<file path="src/rtl/fw_rom_arbiter_if.sv">
// fw_rom_arbiter_if: sensor request/read bus plus the ROM port of fw_rom_arbiter.
// slave = arbiter side, master = sensor FSMs and ROM side.
interface fw_rom_arbiter_if #(
  parameter int NB_OF_SENSORS = 8,
  parameter int ADDR_W        = 17,
  parameter int DATA_W        = 16
);
  logic [NB_OF_SENSORS-1:0]        req;
  logic [NB_OF_SENSORS-1:0]        done;
  logic [NB_OF_SENSORS-1:0]        rd_en;
  logic [NB_OF_SENSORS*ADDR_W-1:0] addr_in;
  logic [NB_OF_SENSORS-1:0]        grant;
  logic [ADDR_W-1:0]               rom_addr;
  logic                            rom_en;
  logic [DATA_W-1:0]               rom_data;
  logic [DATA_W-1:0]               data_out;
  logic [NB_OF_SENSORS-1:0]        data_valid;
  logic                            busy;
  logic [NB_OF_SENSORS-1:0]        timeout_err;

  modport slave (
    input  req, done, rd_en, addr_in, rom_data,
    output grant, rom_addr, rom_en, data_out, data_valid, busy, timeout_err
  );

  modport master (
    output req, done, rd_en, addr_in, rom_data,
    input  grant, rom_addr, rom_en, data_out, data_valid, busy, timeout_err
  );
endinterface

</file>
<file path="src/rtl/fw_rom_arbiter.sv">
// fw_rom_arbiter: round-robin burst ownership of the shared firmware ROM among ToF sensor FSMs.
// Define FW_ARB_TIMEOUT_EN to build the ownership watchdog (MAX_HOLD owner cycles).
//
// state | meaning
// IDLE  | no owner; next requester picked at or after rr_ptr
// OWN   | one sensor owns the ROM port; its address/read strobe are registered
// DRAIN | owner released; waiting for its in-flight reads to reach data_valid
module fw_rom_arbiter #(
  parameter int NB_OF_SENSORS = 8,
  parameter int ADDR_W        = 17,
  parameter int DATA_W        = 16,
  parameter int ROM_LATENCY   = 1,
  parameter int MAX_HOLD      = 65535
) (
  input  logic            clk,
  input  logic            reset,
  fw_rom_arbiter_if.slave bus
);

  localparam int IDX_W  = (NB_OF_SENSORS > 1) ? $clog2(NB_OF_SENSORS) : 1;
  localparam int PIPE_D = 1 + ROM_LATENCY;
  localparam logic [NB_OF_SENSORS-1:0] ONE_HOT0 = NB_OF_SENSORS'(1);

  if (MAX_HOLD < 1 || ROM_LATENCY < 1) begin : g_param_check
    $error("fw_rom_arbiter: MAX_HOLD and ROM_LATENCY must be >= 1");
  end

  typedef enum logic [1:0] {
    IDLE  = 2'd0,
    OWN   = 2'd1,
    DRAIN = 2'd2
  } state_t;

  state_t                   state, state_nxt;
  logic [IDX_W-1:0]         owner, owner_nxt;
  logic [IDX_W-1:0]         rr_ptr, rr_ptr_nxt;
  logic [NB_OF_SENSORS-1:0] grant_nxt;
  logic [ADDR_W-1:0]        rom_addr_nxt;
  logic                     rom_en_nxt;
  logic [NB_OF_SENSORS-1:0] issue_tag;
  logic [NB_OF_SENSORS-1:0] vpipe [PIPE_D];

  logic                     pick_found;
  logic [IDX_W-1:0]         pick_idx;
  logic [IDX_W-1:0]         cand;

  logic                     own_req, own_done, own_rd;
  logic [ADDR_W-1:0]        own_addr;
  logic                     release_c;
  logic                     timeout_hit;
  logic                     pipe_pending;

  assign own_req   = bus.req[owner];
  assign own_done  = bus.done[owner];
  assign own_rd    = bus.rd_en[owner];
  assign own_addr  = bus.addr_in[int'(owner)*ADDR_W +: ADDR_W];
  assign release_c = own_done | ~own_req | timeout_hit;

  assign bus.data_out   = bus.rom_data;
  assign bus.data_valid = vpipe[PIPE_D-1];
  assign bus.busy       = (state != IDLE);

  // first requester at or after rr_ptr, wrapping
  always_comb begin
    pick_found = 1'b0;
    pick_idx   = '0;
    cand       = '0;
    for (int k = 0; k < NB_OF_SENSORS; k++) begin
      cand = IDX_W'((int'(rr_ptr) + k) % NB_OF_SENSORS);
      if (!pick_found && bus.req[cand]) begin
        pick_found = 1'b1;
        pick_idx   = cand;
      end
    end
  end

  // the output stage shifts out on the IDLE transition edge, so only earlier stages block it
  always_comb begin
    pipe_pending = 1'b0;
    for (int i = 0; i < PIPE_D-1; i++) begin
      pipe_pending = pipe_pending | (|vpipe[i]);
    end
  end

  always_comb begin
    state_nxt    = state;
    owner_nxt    = owner;
    rr_ptr_nxt   = rr_ptr;
    grant_nxt    = bus.grant;
    rom_addr_nxt = bus.rom_addr;
    rom_en_nxt   = 1'b0;
    issue_tag    = '0;
    case (state)
      IDLE: begin
        if (pick_found) begin
          state_nxt = OWN;
          owner_nxt = pick_idx;
          grant_nxt = ONE_HOT0 << pick_idx;
        end
      end
      OWN: begin
        rom_addr_nxt = own_addr;
        rom_en_nxt   = own_rd;
        if (own_rd) begin
          issue_tag = bus.grant;
        end
        if (release_c) begin
          state_nxt = DRAIN;
          grant_nxt = '0;
        end
      end
      DRAIN: begin
        if (!pipe_pending) begin
          state_nxt  = IDLE;
          rr_ptr_nxt = IDX_W'((int'(owner) + 1) % NB_OF_SENSORS);
        end
      end
      default: begin
        state_nxt = IDLE;
        grant_nxt = '0;
      end
    endcase
  end

  always_ff @(posedge clk or posedge reset) begin
    if (reset) begin
      state        <= IDLE;
      owner        <= '0;
      rr_ptr       <= '0;
      bus.grant    <= '0;
      bus.rom_addr <= '0;
      bus.rom_en   <= 1'b0;
    end else begin
      state        <= state_nxt;
      owner        <= owner_nxt;
      rr_ptr       <= rr_ptr_nxt;
      bus.grant    <= grant_nxt;
      bus.rom_addr <= rom_addr_nxt;
      bus.rom_en   <= rom_en_nxt;
    end
  end

  // owner tag of each issued read travels alongside the ROM latency
  always_ff @(posedge clk or posedge reset) begin
    if (reset) begin
      for (int i = 0; i < PIPE_D; i++) begin
        vpipe[i] <= '0;
      end
    end else begin
      vpipe[0] <= issue_tag;
      for (int i = 1; i < PIPE_D; i++) begin
        vpipe[i] <= vpipe[i-1];
      end
    end
  end

`ifdef FW_ARB_TIMEOUT_EN
  localparam int HOLD_W = $clog2(MAX_HOLD + 1);

  logic [HOLD_W-1:0] hold_cnt;

  // down-counter reloaded outside OWN; terminal count marks the MAX_HOLD-th owner cycle
  always_ff @(posedge clk or posedge reset) begin
    if (reset) begin
      hold_cnt <= '0;
    end else if (state != OWN) begin
      hold_cnt <= HOLD_W'(MAX_HOLD - 1);
    end else if (hold_cnt != '0) begin
      hold_cnt <= hold_cnt - 1'b1;
    end
  end

  assign timeout_hit = (state == OWN) && (hold_cnt == '0);

  always_ff @(posedge clk or posedge reset) begin
    if (reset) begin
      bus.timeout_err <= '0;
    end else if (timeout_hit) begin
      bus.timeout_err <= bus.timeout_err | bus.grant;
    end
  end
`else
  assign timeout_hit     = 1'b0;
  assign bus.timeout_err = '0;
`endif

endmodule

</file>
<file path="src/flat_wrapper.sv">
// flat-port wrapper written by rule: the top's interface ports become plain ports
module fw_rom_arbiter_flat 
#(
  parameter int NB_OF_SENSORS = 8,
  parameter int ADDR_W        = 17,
  parameter int DATA_W        = 16,
  parameter int ROM_LATENCY   = 1,
  parameter int MAX_HOLD      = 65535
)
  (clk, reset, bus_req, bus_done, bus_rd_en, bus_addr_in, bus_rom_data, bus_grant, bus_rom_addr, bus_rom_en, bus_data_out, bus_data_valid, bus_busy, bus_timeout_err);
  fw_rom_arbiter_if #(.NB_OF_SENSORS(NB_OF_SENSORS), .ADDR_W(ADDR_W), .DATA_W(DATA_W)) bus_i ();
  input  logic clk;
  input  logic reset;
  input wire logic [$bits(bus_i.req)-1:0] bus_req;
  input wire logic [$bits(bus_i.done)-1:0] bus_done;
  input wire logic [$bits(bus_i.rd_en)-1:0] bus_rd_en;
  input wire logic [$bits(bus_i.addr_in)-1:0] bus_addr_in;
  input wire logic [$bits(bus_i.rom_data)-1:0] bus_rom_data;
  output wire logic [$bits(bus_i.grant)-1:0] bus_grant;
  output wire logic [$bits(bus_i.rom_addr)-1:0] bus_rom_addr;
  output wire logic [$bits(bus_i.rom_en)-1:0] bus_rom_en;
  output wire logic [$bits(bus_i.data_out)-1:0] bus_data_out;
  output wire logic [$bits(bus_i.data_valid)-1:0] bus_data_valid;
  output wire logic [$bits(bus_i.busy)-1:0] bus_busy;
  output wire logic [$bits(bus_i.timeout_err)-1:0] bus_timeout_err;
  assign bus_i.req = bus_req;
  assign bus_i.done = bus_done;
  assign bus_i.rd_en = bus_rd_en;
  assign bus_i.addr_in = bus_addr_in;
  assign bus_i.rom_data = bus_rom_data;
  assign bus_grant = bus_i.grant;
  assign bus_rom_addr = bus_i.rom_addr;
  assign bus_rom_en = bus_i.rom_en;
  assign bus_data_out = bus_i.data_out;
  assign bus_data_valid = bus_i.data_valid;
  assign bus_busy = bus_i.busy;
  assign bus_timeout_err = bus_i.timeout_err;
  fw_rom_arbiter #(.NB_OF_SENSORS(NB_OF_SENSORS), .ADDR_W(ADDR_W), .DATA_W(DATA_W), .ROM_LATENCY(ROM_LATENCY), .MAX_HOLD(MAX_HOLD)) u_core (.clk(clk), .reset(reset), .bus(bus_i));
endmodule
</file>
<file path="config.mk">
export PLATFORM = sky130hd
export DESIGN_NAME = fw_rom_arbiter_flat
export DESIGN_NICKNAME = d
export VERILOG_FILES = /design/src/rtl/fw_rom_arbiter_if.sv /design/src/rtl/fw_rom_arbiter.sv /design/src/flat_wrapper.sv
export SDC_FILE = /design/constraint.sdc
export NUM_CORES = 1
export LEC_CHECK = 0
export CORE_MARGIN = 2
export CORE_UTILIZATION = 35
export CTS_BUF_LIST = sky130_fd_sc_hd__clkbuf_4 sky130_fd_sc_hd__clkbuf_8 sky130_fd_sc_hd__clkbuf_16
export DETAILED_ROUTE_END_ITERATION = 8
export GPL_ROUTABILITY_DRIVEN = 0
export GPL_TIMING_DRIVEN = 0
export MAX_ROUTING_LAYER = met4
export PLACE_DENSITY = 0.78
export SLEW_MARGIN = 20
export SYNTH_ARGS = -nofsm -noshare
export SYNTH_HDL_FRONTEND = slang
export SYNTH_SLANG_ARGS = --single-unit
</file>
<file path="constraint.sdc">
create_clock -name clk -period 5.1 [get_ports clk]
set_clock_uncertainty 0.2 [all_clocks]
set_input_delay 1.02 -clock clk [delete_from_list [all_inputs] [get_ports clk]]
set_output_delay 1.02 -clock clk [all_outputs]
set_load 0.005 [all_outputs]
</file>
==> out/qor.txt <==
DP Cell Count -> 706
Worst path arrival time -> 4.18 ns
Slowest stage delay, CP -> 0.56 ns
Iter 0 DRT Violations -> 126
Fmax -> 0.238 GHz
Die area -> 12400 um^2
Initial antenna violation count -> 0
Routed WL -> 12600 um
Post-CTS Hold Buffers -> 0
Util after Layout -> 57.8%
TritonCTS clock tree -> done
Final setup violation count -> 0
Chip width -> 111 um
Setup crit end -> u_core.bus.grant[6]
Setup WS post-layout -> 0.902 ns
Starting Density -> 35.7%
Port Buffer Count -> 212
Fin nets -> 751
P&R area growth vs syn -> 61.9%
HP Class -> reg -> reg
CTS Buf Count -> 5
Setup crit start kind -> flip-flop
Tot GR Track Use -> 21.1%
Seq/Total Area, Yosys -> 31.0%
Status -> completed
Netlist cell types -> 50
Gr ovfl total -> 0
Synth Area per Inst -> 11.8 um^2
Power density over the cells -> 496 nW/um^2
Placed wire-length estimate -> 10800 um
Ys flop type -> dfrtp_1
Finished Layout Cells -> 714
Vias in the first global route -> 4037
Reg2reg setup slack -> 0.90 ns
Final hold vios -> 0
Clock buffer depth -> 2
Area leader, netlist -> dfrtp_1
Setup Fix Bufs, Post-CTS -> 0
Largest net degree at the start of global routing -> 34
Share of cells above drive strength 1 -> 19.6%
Pwr Total -> 3.24 mW
Final antenna-violating net count -> 0
Min Tclk post-route -> 4.20 ns
Post-synthesis cell area -> 4040 um^2
Final Instance Area -> 6540 um^2
Post-CTS sizing -> 0
Number of synthesized register bits -> 50
R2r startpoint -> u_core.rr_ptr[1]
First-pass GRT wire length -> 20300 um
Commonest cells in the netlist -> dfrtp_1 (50), mux4_2 (50), buf_4 (32)
RR Endpoint -> u_core.bus.grant[6]
RSZ-0062 raised after global routing -> no
Cells along the critical path -> clkbuf_1 -> inv_1 -> ha_1 -> buf_6 -> mux4_2 -> mux2i_1 -> mux2_2 -> mux2i_1 -> a22oi_1 -> or2_1 -> a32o_1
Post-synth top area share -> 31.0%
Critical Path RT -> 5.08 ns
Via density -> 5.17
Crit Path Class -> reg -> reg
Leakage power -> 2.72 nW
Reg2reg path depth -> 11
Setup crit end kind -> flip-flop
Number of flops mapped to enable cells by yosys -> 0
Most frequent CP cell -> mux2i_1
Placed cell areas -> 6390 um^2
Slew HR -> 46.2%
Drt wl/cell -> 17.7 um
CTS clock-pin slew for the worst setup and hold paths -> 0.07 ns
TritonRoute pass-1 iters -> 4
Critical path's slowest cell -> mux4_2
Die height -> 111 um
Crit-path max FO -> 10
Num ports -> 237
DP Worst Slack -> 0.951 ns
VDD IR-drop max -> 0.220 mV
Vias after detailed routing -> 3690
DRC violations left -> 0
FFs w/ async S/R, synth -> 100%
Setup TNS Final -> 0 ns
Max-slew violations -> 0
H-tree depth -> 2
CTS root buf -> clkbuf_16
Worst hold slack -> 0.167 ns
N_diodes -> 0
Worst skew pair latency -> 0.29 ns
# rows -> 39
Sink Count -> 50
Critical Path Source -> u_core.rr_ptr[1]
Core Footprint -> 11300 um^2
Period utilisation layout -> 82.3%
YS warnings -> 0
Post-Synthesis Cells -> 343
Max Cap Violations -> 0
Top cells by area, synth -> dfrtp_1 (31%), mux4_2 (28%), mux2i_1 (7.4%), buf_4 (5.9%), nand2_1 (2.9%)
Worst-Margin Slew -> 0.808 ns
==> sequential cells by signal, summed over array words and instances (netlist names) <==
register / flops
u_core.bus.data_valid: 8
u_core.bus.grant: 8
u_core.rr_ptr: 3
u_core.bus.rom_addr: 17
u_core.state: 2
u_core.owner: 3
u_core.vpipe: 8
u_core.bus.rom_en: 1
==> logic make-up (layout without fill, tap and decap cells) <==
kind of cell / after synthesis / after routing / share of synthesized area (%)
AO/OA/AOI/OAI: 60 / 60 / 11.2
XOR/XNOR: 4 / 4 / 0.867
adder cells (fa/ha/maj): 3 / 3 / 0.929
buffers and inverters: 62 / 283 / 9.20
flip-flops: 50 / 50 / 31.0
multiplexers: 87 / 87 / 37.3
other: 1 / 8 / 0.0928
AND/OR/NAND/NOR: 76 / 76 / 9.38
==> where the power goes <==
| part | total [mW] | internal (mW) | leakage (nW) | switching (mW) |
|---|---|---|---|---|
| registers | 0.610 | 0.525 | 0.647 | 0.0855 |
| logic | 2.29 | 1.17 | 2.00 | 1.12 |
| clock network | 0.345 | 0.188 | 0.0763 | 0.157 |
| total | 3.24 | 1.88 | 2.72 | 1.36 |
==> layer usage <==
layer | routed length [um] | part of all wire [%] | track usage (%)
met1 | 4520 | 36 | 22.7
met2 | 7140 | 57 | 39.7
met3 | 626 | 5.0 | 2.94
met4 | 335 | 2.7 | 7.24
met5 | 0 | 0 | -
==> critical path: cells and delay by family (launching register included) <==
family / cells / cell delay [ns]
muxes: 4 / 1.40
buffers and inverters: 3 / 0.82
DFF: 1 / 0.51
AOI/OAI and AO/OA: 2 / 0.41
adders and majority gates: 1 / 0.40
and+or+nand+nor: 1 / 0.32
==> worst min path at each step <==
stage,from,end,slack [ns],cells after the start
after floorplan,u_core.vpipe[10],u_core.bus.data_valid[2],0.15,0
after global placement,u_core.vpipe[13],u_core.bus.data_valid[5],0.15,0
after detailed placement,u_core.vpipe[15],u_core.bus.data_valid[7],0.15,0
after CTS,u_core.vpipe[15],u_core.bus.data_valid[7],0.17,0
after global routing,u_core.vpipe[12],u_core.bus.data_valid[4],0.19,0
final,u_core.vpipe[15],u_core.bus.data_valid[7],0.17,0
==> layout by cell type (no fill, tap or decap), types with 3 or more instances in the layout <==
cell type        count
mux2_2               6
clkbuf_1            10
buf_4               32
a21oi_1              7
nand2b_1             5
buf_2                3
nand2_1             31
o31ai_1              4
buf_1                5
mux4_2              50
conb_1               8
nor2_1              12
dfrtp_1             50
xor2_1               4
o21a_1               3
a32o_1               4
o21ai_0             20
clkbuf_16            5
inv_1                9
o32a_1               4
mux2i_1             30
o22ai_1              3
and2_1              11
clkdlybuf4s50_1    212
ha_1                 3
==> final cells by class <==
| cell class | count | area, um^2 |
|---|---|---|
| multi-input combinational | 238 | 2440 |
| sequential | 50 | 1250 |
| fill | 971 | 4780 |
| tap | 143 | 179 |
| clock buffer | 5 | 125 |
| clock inverter | 3 | 28.8 |
| inverter | 10 | 37.5 |
| timing repair buffer | 213 | 2140 |
| buffer | 52 | 334 |
Power figures use the tool's default switching activity.
